--- src/rtl/adxl355_seq_ctrl.sv ---
// ADXL355 sequencer: RANGE/POWER_CTL config writes, then periodic 9-byte burst reads of XDATA3..ZDATA1.
// Define ADXL355_ID_CHECK_EN to read and verify DEVID_AD (0xAD) before configuring.
module adxl355_seq_ctrl #(
  parameter int         BIT_CLKS      = 40,
  parameter int         CS_GAP        = 20,
  parameter int         START_DLY     = 1000,
  parameter int         SAMPLE_PERIOD = 100000,
  parameter logic [7:0] RANGE_VAL     = 8'h01,
  parameter logic [7:0] PWR_VAL       = 8'h00
) (
  input  logic        clk,
  input  logic        rst,
  input  logic        en,
  output logic        cs_n_in,
  output logic        wr_rd,
  output logic [6:0]  spi_addr_master,
  output logic [7:0]  spi_data_master,
  input  logic        data_out_vld,
  input  logic [7:0]  data_out,
  output logic [19:0] x_data,
  output logic [19:0] y_data,
  output logic [19:0] z_data,
  output logic        sample_vld,
  output logic        cfg_done,
  output logic        busy,
  output logic        err,
  output logic        overrun
);

  localparam int WR_CLKS = 16 * BIT_CLKS;
  localparam int TO_CLKS = (8 + 72 + 4) * BIT_CLKS;
  localparam int MAX_A   = (START_DLY > TO_CLKS) ? START_DLY : TO_CLKS;
  localparam int CNT_MAX = (MAX_A > CS_GAP) ? MAX_A : CS_GAP;
  localparam int CW      = $clog2(CNT_MAX + 1);
  localparam int PW      = $clog2(SAMPLE_PERIOD + 1);

  localparam logic [CW-1:0] BOOT_LAST = CW'(START_DLY - 1);
  localparam logic [CW-1:0] WR_LAST   = CW'(WR_CLKS - 1);
  localparam logic [CW-1:0] GAP_LAST  = CW'(CS_GAP - 1);
  localparam logic [CW-1:0] TO_LAST   = CW'(TO_CLKS - 1);
  localparam logic [PW-1:0] PER_LAST  = PW'(SAMPLE_PERIOD - 1);

  localparam logic [6:0] ADDR_RANGE  = 7'h2C;
  localparam logic [6:0] ADDR_PWR    = 7'h2D;
  localparam logic [6:0] ADDR_XDATA3 = 7'h08;

  localparam logic [3:0] S_BOOT     = 4'd0;
  localparam logic [3:0] S_WR_RANGE = 4'd1;
  localparam logic [3:0] S_GAP1     = 4'd2;
  localparam logic [3:0] S_WR_PWR   = 4'd3;
  localparam logic [3:0] S_GAP2     = 4'd4;
  localparam logic [3:0] S_WAIT     = 4'd5;
  localparam logic [3:0] S_RD_BURST = 4'd6;
  localparam logic [3:0] S_GAP3     = 4'd7;
`ifdef ADXL355_ID_CHECK_EN
  localparam logic [3:0] S_RD_ID    = 4'd8;
  localparam logic [3:0] S_GAP_ID   = 4'd9;
  localparam logic [3:0] S_ERR      = 4'd10;
  localparam logic [6:0] ADDR_DEVID = 7'h00;
  localparam logic [7:0] DEVID_VAL  = 8'hAD;
`endif

  logic [3:0]    state, state_nxt;
  logic [CW-1:0] cnt, cnt_nxt;
  logic [3:0]    byte_idx, byte_nxt;
  logic [PW-1:0] per_cnt;
  logic          tick;
  logic          cs_n_nxt, wr_rd_nxt, cfg_done_nxt, err_nxt;
  logic [6:0]    addr_nxt;
  logic [7:0]    wdata_nxt;
  logic          burst_done;
  logic [19:0]   x_acc, y_acc;
  logic [15:0]   z_acc;

  assign tick       = cfg_done && (per_cnt == PER_LAST);
  assign burst_done = (state == S_RD_BURST) && data_out_vld && (byte_idx == 4'd8);

  always_comb begin
    // NOTE: every combinational output is defaulted first so no path can infer a latch.
    state_nxt    = state;
    cnt_nxt      = cnt + 1'b1;
    byte_nxt     = byte_idx;
    cs_n_nxt     = cs_n_in;
    wr_rd_nxt    = wr_rd;
    addr_nxt     = spi_addr_master;
    wdata_nxt    = spi_data_master;
    cfg_done_nxt = cfg_done;
    err_nxt      = err;
    case (state)
      S_BOOT: begin
        if (cnt == BOOT_LAST) begin
          cnt_nxt   = '0;
          cs_n_nxt  = 1'b0;
`ifdef ADXL355_ID_CHECK_EN
          state_nxt = S_RD_ID;
          wr_rd_nxt = 1'b1;
          addr_nxt  = ADDR_DEVID;
          wdata_nxt = 8'h00;
`else
          state_nxt = S_WR_RANGE;
          wr_rd_nxt = 1'b0;
          addr_nxt  = ADDR_RANGE;
          wdata_nxt = RANGE_VAL;
`endif
        end
      end
`ifdef ADXL355_ID_CHECK_EN
      S_RD_ID: begin
        if (data_out_vld) begin
          cs_n_nxt  = 1'b1;
          cnt_nxt   = '0;
          if (data_out == DEVID_VAL) state_nxt = S_GAP_ID;
          else begin
            state_nxt = S_ERR;
            err_nxt   = 1'b1;
          end
        end else if (cnt == TO_LAST) begin
          cs_n_nxt  = 1'b1;
          err_nxt   = 1'b1;
          state_nxt = S_ERR;
        end
      end
      S_GAP_ID: begin
        if (cnt == GAP_LAST) begin
          state_nxt = S_WR_RANGE;
          cnt_nxt   = '0;
          cs_n_nxt  = 1'b0;
          wr_rd_nxt = 1'b0;
          addr_nxt  = ADDR_RANGE;
          wdata_nxt = RANGE_VAL;
        end
      end
      S_ERR: cnt_nxt = '0;
`endif
      S_WR_RANGE, S_WR_PWR: begin
        if (cnt == WR_LAST) begin
          state_nxt = (state == S_WR_RANGE) ? S_GAP1 : S_GAP2;
          cnt_nxt   = '0;
          cs_n_nxt  = 1'b1;
        end
      end
      S_GAP1: begin
        if (cnt == GAP_LAST) begin
          state_nxt = S_WR_PWR;
          cnt_nxt   = '0;
          cs_n_nxt  = 1'b0;
          addr_nxt  = ADDR_PWR;
          wdata_nxt = PWR_VAL;
        end
      end
      S_GAP2: begin
        if (cnt == GAP_LAST) begin
          state_nxt    = S_WAIT;
          cnt_nxt      = '0;
          cfg_done_nxt = 1'b1;
        end
      end
      S_WAIT: begin
        cnt_nxt = '0;
        if (tick && en) begin
          state_nxt = S_RD_BURST;
          cs_n_nxt  = 1'b0;
          wr_rd_nxt = 1'b1;
          addr_nxt  = ADDR_XDATA3;
          wdata_nxt = 8'h00;
          byte_nxt  = '0;
        end
      end
      S_RD_BURST: begin
        if (data_out_vld) byte_nxt = byte_idx + 1'b1;
        // A strobe landing on the last timeout cycle still completes the burst.
        if (burst_done || cnt == TO_LAST) begin
          state_nxt = S_GAP3;
          cnt_nxt   = '0;
          cs_n_nxt  = 1'b1;
          err_nxt   = err | ~burst_done;
        end
      end
      S_GAP3: begin
        if (cnt == GAP_LAST) begin
          state_nxt = S_WAIT;
          cnt_nxt   = '0;
        end
      end
      default: begin
        state_nxt = S_BOOT;
        cnt_nxt   = '0;
        cs_n_nxt  = 1'b1;
      end
    endcase
  end

  // NOTE: all sequential state uses non-blocking assignments so every register samples pre-edge values.
  always_ff @(posedge clk or posedge rst) begin
    if (rst) begin
      state           <= S_BOOT;
      cnt             <= '0;
      byte_idx        <= '0;
      cs_n_in         <= 1'b1;
      wr_rd           <= 1'b0;
      spi_addr_master <= '0;
      spi_data_master <= '0;
      x_data          <= '0;
      y_data          <= '0;
      z_data          <= '0;
      sample_vld      <= 1'b0;
      cfg_done        <= 1'b0;
      busy            <= 1'b0;
      err             <= 1'b0;
      overrun         <= 1'b0;
    end else begin
      state           <= state_nxt;
      cnt             <= cnt_nxt;
      byte_idx        <= byte_nxt;
      cs_n_in         <= cs_n_nxt;
      busy            <= ~cs_n_nxt;
      wr_rd           <= wr_rd_nxt;
      spi_addr_master <= addr_nxt;
      spi_data_master <= wdata_nxt;
      cfg_done        <= cfg_done_nxt;
      err             <= err_nxt;
      sample_vld      <= burst_done;
      // Ticks outside S_WAIT are dropped; S_GAP3 still counts as busy.
      overrun         <= overrun | (tick & (state != S_WAIT));
      if (burst_done) begin
        x_data <= x_acc;
        y_data <= y_acc;
        z_data <= {z_acc, data_out[7:4]};
      end
    end
  end

  // Period timer is held at zero until configuration finishes, then free-runs.
  always_ff @(posedge clk or posedge rst) begin
    if (rst)                    per_cnt <= '0;
    else if (!cfg_done || tick) per_cnt <= '0;
    else                        per_cnt <= per_cnt + 1'b1;
  end

  // NOTE: the assembly shadows carry no reset; they are only published after all nine bytes are rewritten.
  always_ff @(posedge clk) begin
    if (state == S_RD_BURST && data_out_vld) begin
      case (byte_idx)
        4'd0:    x_acc[19:12] <= data_out;
        4'd1:    x_acc[11:4]  <= data_out;
        4'd2:    x_acc[3:0]   <= data_out[7:4];
        4'd3:    y_acc[19:12] <= data_out;
        4'd4:    y_acc[11:4]  <= data_out;
        4'd5:    y_acc[3:0]   <= data_out[7:4];
        4'd6:    z_acc[15:8]  <= data_out;
        4'd7:    z_acc[7:0]   <= data_out;
        default: ;
      endcase
    end
  end

endmodule
--- config.mk ---
export PLATFORM = sky130hd
export DESIGN_NAME = adxl355_seq_ctrl
export DESIGN_NICKNAME = d
export VERILOG_FILES = /design/src/rtl/adxl355_seq_ctrl.sv
export SDC_FILE = /design/constraint.sdc
export NUM_CORES = 1
export LEC_CHECK = 0
export BUFFER_PORTS_ARGS = -buffer_cell sky130_fd_sc_hd__buf_4
export CAP_MARGIN = 30
export CORE_MARGIN = 3
export CORE_UTILIZATION = 51
export CTS_BUF_LIST = sky130_fd_sc_hd__clkbuf_16
export CTS_CLUSTER_SIZE = 14
export DETAILED_ROUTE_END_ITERATION = 8
export HOLD_SLACK_MARGIN = 0.08
export MAX_ROUTING_LAYER = met4
export PLACE_DENSITY = 0.86
export REMOVE_ABC_BUFFERS = 1
export SYNTH_ARGS = -nofsm -noshare
export SYNTH_HDL_FRONTEND = slang
export SYNTH_SLANG_ARGS = --single-unit
--- constraint.sdc ---
create_clock -name clk -period 2.92 [get_ports clk]
set_input_delay 0 -clock clk [delete_from_list [all_inputs] [get_ports clk]]
set_output_delay 0 -clock clk [all_outputs]
set_load 0.005 [all_outputs]
==> flow_summary.json, run 1 <==
{
  "powerDensity_nw_per_um2": 568,
  "power.switching_mw": 0.968,
  "initial_utilization_pct": 53.3,
  "synth_edf_count": 56,
  "avgRoutedWirePerCell_microns": 16.9,
  "finalSetupTns_ns": 0,
  "seqPwrFrac_pct": 52.0,
  "grt_first_pass_wirelength_mm": 20.8,
  "pwr-share-comb_pct": 1.5,
  "post-cts-setup-buffer-count": 0,
  "worstSetupStartpointType": "flop",
  "worstPathArrival_ns": 2.57,
  "gp_congestion": 0.923,
  "clockPowerShare_pct": 46.5,
  "power.ir.vdd_worst_mv": 0.552,
  "antenna_found_initial": 0,
  "p_int_mw": 3.58,
  "numCtsBuffers": 17,
  "leakagePower_nw": 3.59,
  "ys_seq_elements": 163,
  "syn_area_per_cell_sq_um": 14.5,
  "die_h_microns": 119,
  "final_layout_size_suffix_gt1_share_pct": 33.8,
  "crit_path_end_kind": "flop",
  "overflow": 0,
  "period_needed_ns": 2.51,
  "netlist_area_sq_um": 6560,
  "ys_async_sr_fraction_pct": 65.6,
  "hold_violations": 0,
  "drc": 0,
  "drtIter0Drc": 296,
  "routed_via_density": 5.31,
  "whs_ns": 0.168,
  "drt_first_pass_iters": 4,
  "vias": 3907,
  "clock_latency_ns": 0.42,
  "skew_ns": 0.00708,
  "num_io_pins": 94,
  "fin_cells": 736,
  "period_share_pct": 86.1,
  "grt_pass1_vias": 4112,
  "synth_top_flop_cell": "dfrtp_1",
  "yosys_warnings": 0,
  "diodes": 0,
  "path_class": "reg -> reg",
  "swShare_pct": 21.3,
  "dp_hpwl_mm": 8.31,
  "required_ns": 2.97,
  "setup_viol": 0,
  "cts_tree": "yes",
  "cts_root_buf": "clkbuf_16",
  "syn_inst": 453,
  "timing.fmax_mhz": 398,
  "finish.instance_area_sq_um": 8010,
  "core-area_sq_um": 12300,
  "max-slew-margin-rel_pct": 50.7,
  "grt_max_degree": 62,
  "worst_pin_slew_ns": 0.740,
  "rsz0062_at_grt": "false",
  "yosysUniqueCellTypes": 60,
  "area_growth_pct": 22.1,
  "row_count": 40,
  "cts_max_level": 4,
  "grt_usage_pct": 19.0,
  "fill_cells": 891,
  "totalWireLength_mm": 12.4,
  "report.final.slew_viol_count": 0,
  "ant_nets": 0,
  "clkTransAtPathRegs_ns": 0.06,
  "placement.io_buffers": 83,
  "hp-class": "in -> reg",
  "dpl_cell_area_sq_um": 7330,
  "yosysSeqAreaShare_pct": 66.5,
  "path_max_fanout": 8,
  "clock-sinks": 163,
  "dp_cells": 694,
  "die_x_microns": 119,
  "drv_cap": 0,
  "die_area_sq_um": 14300,
  "status": "finished, final reports clean",
  "cts.path.max_buffers": 2,
  "post-route-util_pct": 65.0,
  "nets": 577
}
## registers in the layout, indices dropped and copies added (netlist names), 3 cells and up
| register | flops |
|---|---|
| state | 3 |
| spi_addr_master | 3 |
| z_data | 20 |
| x_acc | 20 |
| x_data | 20 |
| byte_idx | 4 |
| per_cnt | 17 |
| cnt | 12 |
| y_data | 20 |
| z_acc | 16 |
| y_acc | 20 |
## logic make-up after synthesis
kind of cell	count (synthesis)	share of synthesized area (%)
buffers and inverters	29	2.59
flip-flops	163	66.5
XOR/XNOR	24	3.20
adder cells (fa/ha/maj)	10	1.91
AND/OR/NAND/NOR	129	10.6
other	1	0.0572
multiplexers	64	11.0
AO/OA/AOI/OAI	33	4.22
## path summary, 6_finish.rpt
check	slack (ns)	endpoint	cells after the start	startpoint
worst max register to register	0.41	z_acc[15]$_DFFE_PP_	6	state[0]$_DFFE_PP0P_
max in group asynchronous	1.90	z_data[19]$_DFFE_PP0P_	4	rst
worst min register to register	0.47	x_data[18]$_DFFE_PP0P_	1	x_acc[18]$_DFFE_PP_
min in group asynchronous	0.27	per_cnt[11]$_DFF_PP0_	3	rst
worst max-delay path	0.41	z_acc[15]$_DFFE_PP_	6	state[0]$_DFFE_PP0P_
worst min-delay path	0.17	byte_idx[3]$_DFFE_PP0P_	5	data_out_vld
## worst max-delay path: stages, from the launching register on
cell and delay, ns:
dfrtp_1 0.40, inv_1 0.11, ha_1 0.28, and2_0 0.35
nand2_1 0.16, nor3b_1 0.37, and2_1 0.50
## placed cells by master (no fill, tap or decap), types with 2 or more instances in the layout
master,n
inv_4,2
conb_1,10
buf_4,83
mux2_2,61
dlygate4sd3_1,10
nor4b_1,2
nand2_1,25
and2_1,12
and4b_1,2
o2bb2ai_1,3
buf_12,2
inv_6,4
xor2_1,13
o21bai_1,3
o21ai_0,4
clkinv_4,2
nand3_1,10
xnor2_1,11
inv_1,7
nor3b_1,3
a21oi_1,5
and3_1,5
nand3b_1,2
dfrtp_1,106
ha_1,10
nor3_1,4
inv_8,2
clkinvlp_4,4
and4_1,5
nor2_1,36
clkbuf_16,17
mux2i_1,2
or3_1,2
nand2b_1,4
edfxtp_1,56
nand4_1,5
o21a_1,3
## synthesized netlist by cell type (5+ instances only)
library cell,number,share of area [%]
buf_4,12,1.4
and4_1,5,0.67
and2_1,12,1.1
dfrtp_1,106,40
nor3_1,5,0.38
nand2_1,25,1.4
mux2_2,61,10
edfxtp_1,56,26
inv_1,8,0.46
nand4_1,5,0.48
nor2_1,36,2.1
a21oi_1,5,0.38
and3_1,5,0.48
ha_1,10,1.9
buf_2,7,0.53
nand3_1,10,0.76
xnor2_1,11,1.5
xor2_1,13,1.7
## through the flow
stage	setup WS (ns)	total power, mW
floorplan	-2.97	2.44
global placement	0.513	2.47
detailed placement	0.422	2.47
CTS	0.415	4.60
global route	0.217	4.71
finish	0.406	4.55
## layout make-up
cell class	instances	area (sq um)	share of cell area [%]
inverter	8	32.5	0.406
tap	168	210	2.63
multi-input combinational	270	2070	25.8
sequential	163	4360	54.5
clock buffer	17	425	5.31
clock inverter	15	146	1.83
timing repair buffer	95	763	9.53
## per-layer routing
metal	GRT usage, %	vias to the layer above	share of wire, %
met4	5.94	0	1.2
met5	-	-	0
met1	24.1	1949	44
met3	5.37	14	5.5
met2	30.0	126	49
li1	-	1818	-
## power groups by stage
stage                     registers, mW  clock network [mW]  logic [mW]
after floorplan                    2.41                   0      0.0243
after CTS                          2.37                2.16      0.0721
final                              2.37                2.12      0.0693
after detailed placement           2.41                   0      0.0613
after global routing               2.36                2.26      0.0797
after global placement             2.41                   0      0.0598
## repair_timing
item / 4_1_cts / 5_1_grt
hold buffers: 10 / 0
endpoints found under the hold margin: 118 / 0
gates resized for setup: 0 / 0
(Power assumes the default switching activity.)
==> inputs of run 2 (changes only) <==
ABC_AREA = 1   (was default)
CORE_ASPECT_RATIO = 0.6   (was default)
==> run 2 against run 1 <==
Critical endpoint is now state[2]$_DFFE_PP0P_. Global-route usage rose by 2.6 points. Sequential power about the same. Utilization is 0.98 points higher.
==> flow_summary.json, run 2 <==
{
  "drtIter0Drc": 384,
  "required_ns": 3.23,
  "timing.fmax_mhz": 410,
  "hp-class": "in -> async",
  "whs_ns": 0.182,
  "reg2reg_setup_slack_ns": 0.48,
  "initial_utilization_pct": 54.0,
  "yosysTopAreaCellShare_pct": 39.5,
  "setup_viol": 0,
  "cts_tree": "yes",
  "clkTransAtPathRegs_ns": 0.06,
  "path_class": "reg -> reg",
  "netlist_area_sq_um": 6720,
  "r2r-start": "state[0]$_DFFE_PP0P_",
  "status": "finished, final reports clean",
  "yosysTopAreaCell": "dfrtp_1",
  "cts-resized-gates": 0,
  "report.final.slew_viol_count": 0,
  "worst_pin_slew_ns": 0.611,
  "path_max_fanout": 35,
  "totalWireLength_mm": 14.9,
  "synth.area.top_cells": "dfrtp_1, edfxtp_1, nand2_1",
  "swShare_pct": 21.4,
  "clock-sinks": 163,
  "seqPwrFrac_pct": 49.5,
  "drv_cap": 0,
  "core-area_sq_um": 12500,
  "powerDensity_nw_per_um2": 582,
  "finish.instance_area_sq_um": 8220,
  "diodes": 0,
  "grt_pass1_vias": 4604,
  "post-cts-setup-buffer-count": 0,
  "rsz0062_at_grt": "false",
  "pwr-share-comb_pct": 1.6,
  "power.ir.vdd_worst_mv": 0.398,
  "die_area_sq_um": 14600,
  "nets": 800,
  "gp_congestion": 0.888,
  "die_h_microns": 94.9,
  "synth_commonest_cells": "nand2_1, dfrtp_1, edfxtp_1",
  "cts.path.max_buffers": 2,
  "syn_area_per_cell_sq_um": 9.96,
  "yosysUniqueCellTypes": 35,
  "skew_ns": 0.0120,
  "num_io_pins": 94,
  "dp_cells": 915,
  "layout_common_cells": "nand2_1, dfrtp_1, buf_4",
  "hold_violations": 0,
  "leakagePower_nw": 4.01,
  "cts_max_level": 4,
  "cts_root_buf": "clkbuf_16",
  "ys_async_sr_fraction_pct": 65.6,
  "final_layout_size_suffix_gt1_share_pct": 17.8,
  "p_int_mw": 3.76,
  "ys_seq_elements": 163,
  "vias": 4861,
  "final_common_cell": "nand2_1",
  "placement.io_buffers": 83,
  "grt_max_degree": 62,
  "clockPowerShare_pct": 48.9,
  "die_x_microns": 154,
  "avgRoutedWirePerCell_microns": 15.5,
  "clock_latency_ns": 0.42,
  "fin_cells": 956,
  "drc": 0,
  "yosys_warnings": 0,
  "grt_first_pass_wirelength_mm": 24.0,
  "synth_most_common_cell": "nand2_1",
  "dpl_cell_area_sq_um": 7510,
  "holdBufCountCts": 9,
  "worstPathArrival_ns": 2.75,
  "fill_cells": 917,
  "grt_usage_pct": 21.6,
  "finalSetupTns_ns": 0,
  "ant_nets": 0,
  "antenna_found_initial": 0,
  "r2r-end": "state[2]$_DFFE_PP0P_",
  "synth_top_flop_cell": "dfrtp_1",
  "numCtsBuffers": 17,
  "synth_edf_count": 56,
  "period_share_pct": 83.6,
  "yosysSeqAreaShare_pct": 64.9,
  "power.switching_mw": 1.02,
  "overflow": 0,
  "finalPower_mw": 4.78,
  "routed_via_density": 5.08,
  "area_growth_pct": 22.3,
  "row_count": 31,
  "max-slew-margin-rel_pct": 59.2,
  "crit_path_end_kind": "flop",
  "worstSetupStartpointType": "flop",
  "drt_first_pass_iters": 5,
  "dp_hpwl_mm": 9.47,
  "period_needed_ns": 2.44,
  "syn_inst": 675,
  "r2r_cells": 11
}
## run 2: worst max path at each step
stage	cells past startpoint	start	endpoint	slack, ns
5_1_grt	11	state[0]$_DFFE_PP0P_	state[1]$_DFFE_PP0P_	0.26
2_1_floorplan	1	rst	busy$_DFF_PP0_	0.10
4_1_cts	11	state[0]$_DFFE_PP0P_	state[1]$_DFFE_PP0P_	0.48
6_report	11	state[0]$_DFFE_PP0P_	state[2]$_DFFE_PP0P_	0.48
3_5_place_dp	11	state[0]$_DFFE_PP0P_	state[0]$_DFFE_PP0P_	0.57
3_3_place_gp	11	state[0]$_DFFE_PP0P_	state[0]$_DFFE_PP0P_	0.64
## run 2: stage by stage
stage	util, %	setup WS, ns
floorplan	-	0.104
global placement	60.3	0.637
detailed placement	60.3	0.566
CTS	66.0	0.483
global route	66.0	0.257
finish	66.0	0.480
## run 2: cell type report
class	count	area [sq um]	area share (%)
flip-flops and latches	163	4360	53.1
multi-input cells	446	2050	24.9
repair buffers	102	801	9.74
clock buffers	17	425	5.18
well taps	165	206	2.51
clock inverters	15	195	2.38
inverters	48	183	2.22
## run 2: per-layer routing
metal,part of all wire (%),vias to the layer above,global-route usage (%)
met5,0,-,-
met1,48,2336,31.2
met3,5.9,22,4.17
met2,45,155,31.1
li1,-,2348,-
met4,1.5,0,6.98
## run 2: power groups by stage
stage               registers (mW)  logic, mW  clock network (mW)
finish                        2.36     0.0748                2.34
global route                  2.36     0.0841                2.46
CTS                           2.36     0.0768                2.36
detailed placement            2.41     0.0659                   0
global placement              2.41     0.0652                   0
floorplan                     2.41     0.0249                   0
## run 2: worst max-delay path: stages (launching register included)
cell and delay, ns:
dfrtp_1 0.42, inv_1 0.10, ha_1 0.23, nand2_2 0.11
nor2_4 0.14, nand3_4 0.33, nand3_1 0.25, nand3_1 0.16
nor2_4 0.34, nand2_2 0.10, nand2_1 0.07, nand2_1 0.05
## run 2: logic make-up after synthesis
kind of cell             count (synthesis)  share of synthesized area (%)
AO/OA/AOI/OAI                           25                           2.18
AND/OR/NAND/NOR                        387                           24.0
XOR/XNOR                                14                           1.82
buffers and inverters                   75                           5.16
flip-flops                             163                           64.9
other                                    1                         0.0558
adder cells (fa/ha/maj)                 10                           1.86
